`config.mk`:
```
export PLATFORM = sky130hd
export DESIGN_NAME = alu_issue_ctrl_flat
export DESIGN_NICKNAME = d
export VERILOG_FILES = /design/src/rtl/alu_issue_pkg.sv /design/src/rtl/alu_issue_ctrl_if.sv /design/src/rtl/alu_cmd_fifo.sv /design/src/rtl/alu_issue_ctrl.sv /design/src/flat_wrapper.sv
export SDC_FILE = /design/constraint.sdc
export NUM_CORES = 1
export LEC_CHECK = 0
export ABC_AREA = 1
export BUFFER_PORTS_ARGS = -buffer_cell sky130_fd_sc_hd__buf_2
export CAP_MARGIN = 20
export CORE_AREA = 2 2 166 119
export CTS_BUF_LIST = sky130_fd_sc_hd__clkbuf_4 sky130_fd_sc_hd__clkbuf_8
export DETAILED_ROUTE_END_ITERATION = 6
export DIE_AREA = 0 0 168 121
export HOLD_SLACK_MARGIN = 0.15
export SLEW_MARGIN = 10
export SYNTH_ARGS = -nofsm -noshare
export SYNTH_HDL_FRONTEND = slang
export SYNTH_HIERARCHICAL = 1
export SYNTH_SLANG_ARGS = --single-unit
```
`constraint.sdc`:
```
create_clock -name clk -period 1.95 [get_ports clk]
set_input_delay 0.2925 -clock clk [delete_from_list [all_inputs] [get_ports clk]]
set_output_delay 0.2925 -clock clk [all_outputs]
set_load 0.05 [all_outputs]
```
`src/rtl/alu_issue_pkg.sv`:
```
// Shared types and widths for the ALU issue controller: FSM states,
// datapath widths and the packed command word stored in the FIFO.
package alu_issue_pkg;

    localparam int OP_W   = 8;
    localparam int SEL_W  = 4;
    localparam int MUL_W  = 16;
    localparam int CNT_W  = 16;
    localparam int WAIT_W = 4;

    typedef enum logic [1:0] {
        IDLE  = 2'd0,
        ISSUE = 2'd1,
        WAIT  = 2'd2,
        RESP  = 2'd3
    } state_t;

    typedef struct packed {
        logic [OP_W-1:0]  a;
        logic [OP_W-1:0]  b;
        logic [SEL_W-1:0] sel;
    } cmd_t;

endpackage

```
`src/rtl/alu_issue_ctrl_if.sv`:
```
// Command, ALU and response signals of the issue controller bundled as one
// interface; slave is the controller side, master the environment side.
interface alu_issue_ctrl_if;
    import alu_issue_pkg::*;

    logic             cmd_valid;
    logic             cmd_ready;
    logic [OP_W-1:0]  cmd_a;
    logic [OP_W-1:0]  cmd_b;
    logic [SEL_W-1:0] cmd_sel;

    logic [OP_W-1:0]  alu_a;
    logic [OP_W-1:0]  alu_b;
    logic [SEL_W-1:0] alu_select;
    logic [OP_W-1:0]  alu_out;
    logic [MUL_W-1:0] alu_mul;
    logic             alu_carry;

    logic             rsp_valid;
    logic             rsp_ready;
    logic [OP_W-1:0]  rsp_out;
    logic [MUL_W-1:0] rsp_mul;
    logic             rsp_carry;
    logic [SEL_W-1:0] rsp_sel;

    logic             busy;

    modport slave (
        input  cmd_valid, cmd_a, cmd_b, cmd_sel,
        input  alu_out, alu_mul, alu_carry,
        input  rsp_ready,
        output cmd_ready, alu_a, alu_b, alu_select,
        output rsp_valid, rsp_out, rsp_mul, rsp_carry, rsp_sel, busy
    );

    modport master (
        output cmd_valid, cmd_a, cmd_b, cmd_sel,
        output alu_out, alu_mul, alu_carry,
        output rsp_ready,
        input  cmd_ready, alu_a, alu_b, alu_select,
        input  rsp_valid, rsp_out, rsp_mul, rsp_carry, rsp_sel, busy
    );

endinterface

```
`src/rtl/alu_cmd_fifo.sv`:
```
// Command FIFO with extra-bit pointers; the head is read straight from the
// array, so a command pushed on an edge is never visible to a pop on that edge.
module alu_cmd_fifo
    import alu_issue_pkg::*;
#(
    parameter int DEPTH = 4
) (
    input  logic clk,
    input  logic rst_n,
    input  logic push_i,
    input  cmd_t push_data_i,
    input  logic pop_i,
    output cmd_t pop_data_o,
    output logic full_o,
    output logic empty_o
);

    localparam int AW = $clog2(DEPTH);

    cmd_t          mem_q [DEPTH];
    logic [AW:0]   wr_ptr_q, wr_ptr_d;
    logic [AW:0]   rd_ptr_q, rd_ptr_d;
    logic          do_push, do_pop;

    assign full_o  = (wr_ptr_q[AW] != rd_ptr_q[AW]) &&
                     (wr_ptr_q[AW-1:0] == rd_ptr_q[AW-1:0]);
    assign empty_o = (wr_ptr_q == rd_ptr_q);
    assign do_push = push_i && !full_o;
    assign do_pop  = pop_i && !empty_o;
    assign pop_data_o = mem_q[rd_ptr_q[AW-1:0]];

    always_comb begin
        wr_ptr_d = wr_ptr_q + {{AW{1'b0}}, do_push};
        rd_ptr_d = rd_ptr_q + {{AW{1'b0}}, do_pop};
    end

    always_ff @(posedge clk) begin
        if (!rst_n) begin
            wr_ptr_q <= '0;
            rd_ptr_q <= '0;
        end else begin
            wr_ptr_q <= wr_ptr_d;
            rd_ptr_q <= rd_ptr_d;
        end
    end

    always_ff @(posedge clk) begin
        if (do_push) mem_q[wr_ptr_q[AW-1:0]] <= push_data_i;
    end

endmodule

```
`src/rtl/alu_issue_ctrl.sv`:
```
// Queues ALU commands, launches them one at a time and holds each result until
// accepted. Define ALU_ISSUE_STATS_EN to add the stat_ops/stat_carry counters.
module alu_issue_ctrl
    import alu_issue_pkg::*;
#(
    parameter int DEPTH   = 4,
    parameter int ALU_LAT = 1
) (
    input  logic                 clk,
    input  logic                 rst_n,
    alu_issue_ctrl_if.slave      bus
`ifdef ALU_ISSUE_STATS_EN
    ,
    output logic [CNT_W-1:0]     stat_ops,
    output logic [CNT_W-1:0]     stat_carry
`endif
);

    state_t             state_q, state_d;
    logic [WAIT_W-1:0]  wait_q, wait_d;
    logic [OP_W-1:0]    alu_a_q, alu_a_d, alu_b_q, alu_b_d;
    logic [SEL_W-1:0]   alu_sel_q, alu_sel_d;
    logic [OP_W-1:0]    rsp_out_q, rsp_out_d;
    logic [MUL_W-1:0]   rsp_mul_q, rsp_mul_d;
    logic               rsp_carry_q, rsp_carry_d;
    logic [SEL_W-1:0]   rsp_sel_q, rsp_sel_d;

    logic fifo_full, fifo_empty, fifo_pop;
    cmd_t push_cmd, head_cmd;

    assign push_cmd = {bus.cmd_a, bus.cmd_b, bus.cmd_sel};

    alu_cmd_fifo #(.DEPTH(DEPTH)) u_fifo (
        .clk         (clk),
        .rst_n       (rst_n),
        .push_i      (bus.cmd_valid && !fifo_full),
        .push_data_i (push_cmd),
        .pop_i       (fifo_pop),
        .pop_data_o  (head_cmd),
        .full_o      (fifo_full),
        .empty_o     (fifo_empty)
    );

    always_comb begin
        state_d     = state_q;
        wait_d      = wait_q;
        alu_a_d     = alu_a_q;
        alu_b_d     = alu_b_q;
        alu_sel_d   = alu_sel_q;
        rsp_out_d   = rsp_out_q;
        rsp_mul_d   = rsp_mul_q;
        rsp_carry_d = rsp_carry_q;
        rsp_sel_d   = rsp_sel_q;
        fifo_pop    = 1'b0;
        case (state_q)
            IDLE: begin
                if (!fifo_empty) begin
                    fifo_pop  = 1'b1;
                    alu_a_d   = head_cmd.a;
                    alu_b_d   = head_cmd.b;
                    alu_sel_d = head_cmd.sel;
                    wait_d    = WAIT_W'(ALU_LAT);
                    state_d   = ISSUE;
                end
            end
            ISSUE: state_d = WAIT;
            WAIT: begin
                wait_d = wait_q - WAIT_W'(1);
                // The ALU result is sampled on the last counted cycle only.
                if (wait_q == WAIT_W'(1)) begin
                    rsp_out_d   = bus.alu_out;
                    rsp_mul_d   = bus.alu_mul;
                    rsp_carry_d = bus.alu_carry;
                    rsp_sel_d   = alu_sel_q;
                    state_d     = RESP;
                end
            end
            RESP: begin
                if (bus.rsp_ready) state_d = IDLE;
            end
            default: state_d = IDLE;
        endcase
    end

    always_ff @(posedge clk) begin
        if (!rst_n) begin
            state_q     <= IDLE;
            wait_q      <= '0;
            alu_a_q     <= '0;
            alu_b_q     <= '0;
            alu_sel_q   <= '0;
            rsp_out_q   <= '0;
            rsp_mul_q   <= '0;
            rsp_carry_q <= 1'b0;
            rsp_sel_q   <= '0;
        end else begin
            state_q     <= state_d;
            wait_q      <= wait_d;
            alu_a_q     <= alu_a_d;
            alu_b_q     <= alu_b_d;
            alu_sel_q   <= alu_sel_d;
            rsp_out_q   <= rsp_out_d;
            rsp_mul_q   <= rsp_mul_d;
            rsp_carry_q <= rsp_carry_d;
            rsp_sel_q   <= rsp_sel_d;
        end
    end

    assign bus.cmd_ready  = !fifo_full;
    assign bus.alu_a      = alu_a_q;
    assign bus.alu_b      = alu_b_q;
    assign bus.alu_select = alu_sel_q;
    assign bus.rsp_valid  = (state_q == RESP);
    assign bus.rsp_out    = rsp_out_q;
    assign bus.rsp_mul    = rsp_mul_q;
    assign bus.rsp_carry  = rsp_carry_q;
    assign bus.rsp_sel    = rsp_sel_q;
    assign bus.busy       = (state_q != IDLE) || !fifo_empty;

`ifdef ALU_ISSUE_STATS_EN
    logic [CNT_W-1:0] ops_q, ops_d, carry_q, carry_d;
    logic             rsp_hs;

    assign rsp_hs = (state_q == RESP) && bus.rsp_ready;

    // Both counters stick at all-ones instead of wrapping.
    always_comb begin
        ops_d   = ops_q;
        carry_d = carry_q;
        if (rsp_hs && (ops_q != '1)) ops_d = ops_q + CNT_W'(1);
        if (rsp_hs && rsp_carry_q && (carry_q != '1)) carry_d = carry_q + CNT_W'(1);
    end

    always_ff @(posedge clk) begin
        if (!rst_n) begin
            ops_q   <= '0;
            carry_q <= '0;
        end else begin
            ops_q   <= ops_d;
            carry_q <= carry_d;
        end
    end

    assign stat_ops   = ops_q;
    assign stat_carry = carry_q;
`endif

endmodule

```
`src/flat_wrapper.sv`:
```
// flat-port wrapper written by rule: the top's interface ports become plain ports
module alu_issue_ctrl_flat import alu_issue_pkg::*;
#(
    parameter int DEPTH   = 4,
    parameter int ALU_LAT = 1
)
  (clk, rst_n, bus_cmd_valid, bus_cmd_a, bus_cmd_b, bus_cmd_sel, bus_alu_out, bus_alu_mul, bus_alu_carry, bus_rsp_ready, bus_cmd_ready, bus_alu_a, bus_alu_b, bus_alu_select, bus_rsp_valid, bus_rsp_out, bus_rsp_mul, bus_rsp_carry, bus_rsp_sel, bus_busy);
  alu_issue_ctrl_if bus_i ();
  input  logic clk;
  input  logic rst_n;
  input wire logic [$bits(bus_i.cmd_valid)-1:0] bus_cmd_valid;
  input wire logic [$bits(bus_i.cmd_a)-1:0] bus_cmd_a;
  input wire logic [$bits(bus_i.cmd_b)-1:0] bus_cmd_b;
  input wire logic [$bits(bus_i.cmd_sel)-1:0] bus_cmd_sel;
  input wire logic [$bits(bus_i.alu_out)-1:0] bus_alu_out;
  input wire logic [$bits(bus_i.alu_mul)-1:0] bus_alu_mul;
  input wire logic [$bits(bus_i.alu_carry)-1:0] bus_alu_carry;
  input wire logic [$bits(bus_i.rsp_ready)-1:0] bus_rsp_ready;
  output wire logic [$bits(bus_i.cmd_ready)-1:0] bus_cmd_ready;
  output wire logic [$bits(bus_i.alu_a)-1:0] bus_alu_a;
  output wire logic [$bits(bus_i.alu_b)-1:0] bus_alu_b;
  output wire logic [$bits(bus_i.alu_select)-1:0] bus_alu_select;
  output wire logic [$bits(bus_i.rsp_valid)-1:0] bus_rsp_valid;
  output wire logic [$bits(bus_i.rsp_out)-1:0] bus_rsp_out;
  output wire logic [$bits(bus_i.rsp_mul)-1:0] bus_rsp_mul;
  output wire logic [$bits(bus_i.rsp_carry)-1:0] bus_rsp_carry;
  output wire logic [$bits(bus_i.rsp_sel)-1:0] bus_rsp_sel;
  output wire logic [$bits(bus_i.busy)-1:0] bus_busy;
  assign bus_i.cmd_valid = bus_cmd_valid;
  assign bus_i.cmd_a = bus_cmd_a;
  assign bus_i.cmd_b = bus_cmd_b;
  assign bus_i.cmd_sel = bus_cmd_sel;
  assign bus_i.alu_out = bus_alu_out;
  assign bus_i.alu_mul = bus_alu_mul;
  assign bus_i.alu_carry = bus_alu_carry;
  assign bus_i.rsp_ready = bus_rsp_ready;
  assign bus_cmd_ready = bus_i.cmd_ready;
  assign bus_alu_a = bus_i.alu_a;
  assign bus_alu_b = bus_i.alu_b;
  assign bus_alu_select = bus_i.alu_select;
  assign bus_rsp_valid = bus_i.rsp_valid;
  assign bus_rsp_out = bus_i.rsp_out;
  assign bus_rsp_mul = bus_i.rsp_mul;
  assign bus_rsp_carry = bus_i.rsp_carry;
  assign bus_rsp_sel = bus_i.rsp_sel;
  assign bus_busy = bus_i.busy;
  alu_issue_ctrl #(.DEPTH(DEPTH), .ALU_LAT(ALU_LAT)) u_core (.clk(clk), .rst_n(rst_n), .bus(bus_i));
endmodule
```
**After elaboration in Yosys (flattened, before gate mapping)**

Memory sizes are Yosys's and may differ from the RTL's. A register that Yosys moved wholly into a read port is not among the register bits.
Index checks and enable logic that the tools add are counted.

- Shifts and indexed selects: 0
- Equality and inequality tests: 10
- $mul: 0
- Order comparisons: 0
- Reductions and logical operators: 15
- Multiplexer cells: 10
- Add/sub/neg operators: 3
- Divide/modulo/power cells: 0
- Bitwise logic cells: 1

Operators with widths:

| kind | count |
|---|---|
| one-hot mux 2 bit (4 select lines) | 1 |
| one-hot mux 4 bit (2 select lines) | 1 |
| adder 3 x 1 -> 3 bit | 2 |
| two-way mux 2 bit | 3 |
| AND reduction 2 bit | 3 |
| == test 2 bit (second input constant) | 2 |
| == test 4 x 1 -> 1 bit (second input constant) | 1 |
| logical AND 1 bit | 4 |
| two-way mux 1 bit | 4 |
| two-way mux 4 bit | 1 |
| inequality test 2 bit (second input constant) | 2 |
| nonzero test 2 bit | 2 |
| subtractor 4 x 1 -> 4 bit (second input constant) | 1 |
| == test 3 bit | 1 |
| logical NOT 1 bit | 3 |
| AND reduction 3 bit | 1 |
| == test 2 x 1 -> 1 bit (second input constant) | 1 |
| == test 2 bit | 1 |
| logical NOT 2 bit | 1 |
| inequality test 2 x 1 -> 1 bit (second input constant) | 1 |
| logical OR 1 bit | 1 |
| inequality test 1 bit | 1 |
| inverter 1 bit | 1 |

- Memory bits (read-only): 0
- Input port bits: 49
- Flip-flop bits (word level): 41
- Word-level logic and storage cells: 48
- Latch bits: 0
- Bits in writable memories: 80
- Memories: 1

Memories:

| memory | words | width | rd ports | clocked after Yosys merged registers in | write ports | line | text |
|---|---|---|---|---|---|---|---|
| u_core.u_fifo.mem_q | 4 | 20 | 1 | 1 | 1 | alu_cmd_fifo.sv:20 | `cmd_t mem_q [DEPTH];` |

**Logic depth before layout (Yosys ltp)**

- Depth in word-level cells: 7
- Depth in mapped cells: 16

**Cells and area by module**

The synthesis kept the hierarchy.

Modules (own cells, without submodules):

| module | times used | area each (µm²) | cells each |
|---|---|---|---|
| alu_cmd_fifo | 1 | 3333.2 | 248 |
| alu_issue_ctrl | 1 | 2194.6 | 283 |

**Worst setup path before layout**

Ideal clock, no wire load.

- Path type: register to register
- Start point: register u_core.u_fifo.rd_ptr_q[0]
- End point: memory u_core/u_fifo/mem_q[0][0] in the netlist's numbering, enable pin
- Clock period less this slack: 1.907 ns
- Setup slack: 0.043 ns
- Arrival time: 1.526 ns
- Stages on the path, launching flop included: 8
- Cells stage by stage: dfxtp_1 -> buf_6 -> xnor2_2 -> nand3_2 -> inv_1 -> nor2_1 -> nand2_4 -> nor2_2

- Longest elaborated chain between the ends: 7

RTL lines:

| what | line | text |
|---|---|---|
| from (decl) | alu_cmd_fifo.sv:22 | `logic [AW:0] rd_ptr_q, rd_ptr_d;` |
| from (signal assigned) | alu_cmd_fifo.sv:43 | `rd_ptr_q <= rd_ptr_d;` |
| == test 2 bit (*) | alu_cmd_fifo.sv:26 | `(wr_ptr_q[AW-1:0] == rd_ptr_q[AW-1:0]);` |
| logical AND 1 bit (*) | alu_cmd_fifo.sv:25 | `assign full_o = (wr_ptr_q[AW] != rd_ptr_q[AW]) &&` |
| net u_core.fifo_full | alu_issue_ctrl.sv:28 | `logic fifo_full, fifo_empty, fifo_pop;` |
| logical NOT 1 bit (*) | alu_cmd_fifo.sv:28, alu_issue_ctrl.sv:36 |  |
| logical AND 1 bit | alu_issue_ctrl.sv:36 | `.push_i (bus.cmd_valid && !fifo_full),` |
| logical AND 1 bit (*) | alu_cmd_fifo.sv:28 | `assign do_push = push_i && !full_o;` |
| two-way mux 1 bit (*) | alu_cmd_fifo.sv:48 | `if (do_push) mem_q[wr_ptr_q[AW-1:0]] <= push_data_i;` |
| two-way mux 1 bit (implied by the code) (*) | alu_cmd_fifo.sv:48 |  |
| to (decl) | alu_cmd_fifo.sv:20 |  |

The timed path passes the listed nets; every way through them passes the cells marked *.

**Final worst setup path**

- Start point: register u_core.u_fifo.wr_ptr_q[0]
- End point: output bus_busy

- Longest elaborated chain between the ends: 3

RTL lines:

| what | line | text |
|---|---|---|
| from (decl) | alu_cmd_fifo.sv:21 | `logic [AW:0] wr_ptr_q, wr_ptr_d;` |
| from (signal assigned) | alu_cmd_fifo.sv:42 | `wr_ptr_q <= wr_ptr_d;` |
| == test 3 bit | alu_cmd_fifo.sv:27 | `assign empty_o = (wr_ptr_q == rd_ptr_q);` |
| net u_core.fifo_empty | alu_issue_ctrl.sv:28 |  |
| logical NOT 1 bit | n/a |  |
| logical OR 1 bit | alu_issue_ctrl.sv:118 | `assign bus.busy = (state_q != IDLE) \|\| !fifo_empty;` |
| to (decl) | flat_wrapper.sv:28 | `output wire logic [$bits(bus_i.busy)-1:0] bus_busy;` |

The timed path passes the listed nets, and every way through them passes these cells.

==> summary.txt <==
Largest net degree at the start of global routing: 33
Critical R2R Capture: u_core/u_fifo/mem_q[2][6]$_DFFE_PP_
Via Count: 4211
Most frequent cells in the layout: 99 x buf_2, 95 x nor2_1, 80 x edfxtp_1, 63 x nand2_1, 57 x dfxtp_1
Mean area per synthesized cell: 10.41 um^2
CTS Buffer Depth: 2
Arrival time worst endpoint: 1.50 ns
Psw: 3530 uW
Total gr overflow: 0
GRT Total Usage: 13.42%
Clock network fraction of design power: 24.9%
Worst hold slack: 0.2312 ns
RR Startpoint: u_core/u_fifo/rd_ptr_q[1]$_SDFF_PN0_
Slowest cell delay on critical path: 0.43 ns
Post-route cell area: 7226 um^2
Post-CTS setup repair buffer count: 0
Syn Inst Count: 531
Power per cell area: 1248 nW/um^2
Skew-Pair Late Insertion Delay: 0.43 ns
Leading cell type in the layout, fill and taps excluded: buf_2
CTS buffer count: 17
Syn_nets: 589
Int Pwr: 5490 uW
Worst Tran Pin Value: 0.6118 ns
CTS tree: yes
Largest cells by area after synthesis: edfxtp_1 43%, dfxtp_1 22%, nor2_1 6.5%, nand2_1 4.3%, o21ai_0 4.0%
Wire per inst: 14.13 um
Fin util: 38.73%
Initial drt markers: 351
Ports: 101
Antenna Cells: 0
Unrepaired setup endpoints after global routing: false
Worst Path Max Fanout: 5
Max-cap violation count: 0
Vert. Die Dim: 121 um
Hold depth: 3
Yosys cell types: 24
Clock Skew: 0.01259 ns
Hold EP: u_core/state_q[1]$_SDFFE_PN0P_
Initial cell density of the core: 29.63%
Pre-CTS setup slack: 0.1305 ns
CP bufs+invs: 2
#FFs+latches synth: 141
Final setup fails: 0
Critical Path Start: u_core/u_fifo/wr_ptr_q[0]$_SDFF_PN0_
Seq/Total Area, Yosys: 65.55%
Die ar.: 20330 um^2
WL final: 13270 um
Post-synth top area cell: edfxtp_1
Peak supply drop: 465.4 uV
Relative slew slack: 59.16%
I/O Buffers: 100
CP Launch Type: flop
Max Transition Viols Final: 0
WS Path Type: flop to output port
CTS sink cnt: 141
Vias per cell: 4.485
Sw Share: 39.13%
Placed instance area: 6375 um^2
Vias in the first global route: 4042
First-pass GRT wire length: 21010 um
R2r setup slk: 0.21 ns
Syn. warnings: 6
Crit-path cells: xnor2_2, nand3b_1, inv_1, nand2_1, buf_6
Yosys top cell area share: 43.46%
Worst endpoint required time: 1.66 ns
Die Span X: 168 um
Detailed placement HPWL: 8839 um
Seq pwr share: 41.0%
Antenna viol nets, final: 0
Crit. End Element: output port
Netlist Area Pre-Place: 5528 um^2
Tmin final: 1.796 ns
Area growth syn-to-layout: 30.72%
Setup TNS: 0 ns
Combinational share of power: 34.1%
Reg2Reg Depth: 9
DRC: 0
NumNets Final: 742
RePlAce Congestion: 0.7573
Final hold viol count: 0
# rows: 42
Initial antenna violation count: 0
Drt pass-1 iters: 4
Cell leakage power: 0.002876 uW
Delay-heaviest family, CP: flip-flops
Outcome: completed
Final Worst Setup Slack: 0.1537 ns
Hold WC Path Type: input port to flop
Root buffer cell: clkbuf_8
CORE AREA: 18660 um^2
Critical-path top delay cell: dfxtp_1
Fmax: 556.7 MHz
CTS H-tree depth: 4
Period utilisation layout: 92.12%
Clk pin slew, worst setup/hold paths: 0.08 ns
Share of layout cells above drive strength 1: 24.53%
Min-delay src: rst_n
## flip-flops by register name (all words and copies together) (netlist names)
register,flops
u_core/u_fifo/mem_q,80
u_core/state_q,2
u_core/bus.rsp_out,8
u_core/bus.rsp_mul,16
u_core/bus.alu_a,8
u_core/bus.rsp_sel,4
u_core/u_fifo/wr_ptr_q,3
u_core/bus.rsp_carry,1
u_core/wait_q,4
u_core/bus.alu_b,8
u_core/u_fifo/rd_ptr_q,3
u_core/bus.alu_select,4
## Yosys cell counts
cell type	number
ha_1	9
clkbuf_1	7
o22ai_1	20
nand3_2	2
buf_1	1
o21ai_0	44
dfxtp_1	61
nand3_1	3
buf_4	3
edfxtp_1	80
nand3b_1	1
inv_2	3
nor2_4	1
o21ai_1	20
buf_2	21
a21oi_1	33
nand2_4	1
nand2_1	63
buf_6	3
inv_1	26
nor2_2	4
xnor2_2	1
nand4_1	29
nor2_1	95
## logic make-up (layout without fill, tap and decap cells)
| family | after synthesis | count (layout) | share of synthesized area, % |
|---|---|---|---|
| xor+xnor | 1 | 1 | 0.2943 |
| compound gates | 117 | 117 | 11.05 |
| buf+inv | 64 | 230 | 5.432 |
| flops | 141 | 141 | 65.55 |
| simple gates | 199 | 199 | 15.64 |
| fa+ha+maj | 9 | 9 | 2.037 |
## worst register-to-register path: cells and delay by family, from the launching register on
kind / cells / cell delay, ns
flops: 1 / 0.38
simple gates: 6 / 0.73
buf+inv: 3 / 0.33
## final cells by class
| class | count | area [um^2] |
|---|---|---|
| multi-input cells | 326 | 1604 |
| repair buffers | 169 | 1202 |
| fillers | 1815 | 11430 |
| clock buffers | 21 | 270.3 |
| well taps | 242 | 302.8 |
| clock inverters | 11 | 108.9 |
| inverters | 29 | 108.9 |
| flip-flops and latches | 141 | 3628 |
## what timing repair did
item | 4_1_cts | 5_1_grt
pin swaps | 0 | 0
hold buffers | 46 | 0
gates resized for setup | 1 | 5
setup endpoints to repair | 1 | 20
hold endpoints to repair | 106 | 0
## worst max-delay path by stage
stage	slack (ns)	endpoint	depth (start not counted)
after floorplan	0.04	u_core/u_fifo/mem_q[0][0]$_DFFE_PP_	7
after global placement	0.20	u_core/u_fifo/mem_q[2][14]$_DFFE_PP_	9
after detailed placement	0.13	u_core/u_fifo/mem_q[2][10]$_DFFE_PP_	9
after CTS	0.03	bus_cmd_ready	7
after global routing	0.003	bus_busy	7
final	0.15	bus_busy	5
## power groups by stage
stage / registers [uW] / logic, uW / clock network [uW]
detailed placement: 3770 / 3000 / 0
CTS: 3700 / 3080 / 2300
global placement: 3760 / 3000 / 0
finish: 3700 / 3080 / 2240
floorplan: 4500 / 1450 / 0
global route: 3750 / 3380 / 2440
## metal layers
metal  global-route usage (%)  part of all wire (%)
met4                    4.130                  0.75
met5                        0                     0
met2                    19.81                    42
met3                    3.588                   5.3
met1                    19.23                    52
## through the flow
| step | instances | power, uW |
|---|---|---|
| floorplan | 531 | 5951 |
| global placement | 861 | 6756 |
| detailed placement | 861 | 6773 |
| CTS | 939 | 9087 |
| global route | 939 | 9566 |
| finish | 939 | 9020 |
(Power assumes the default switching activity.)
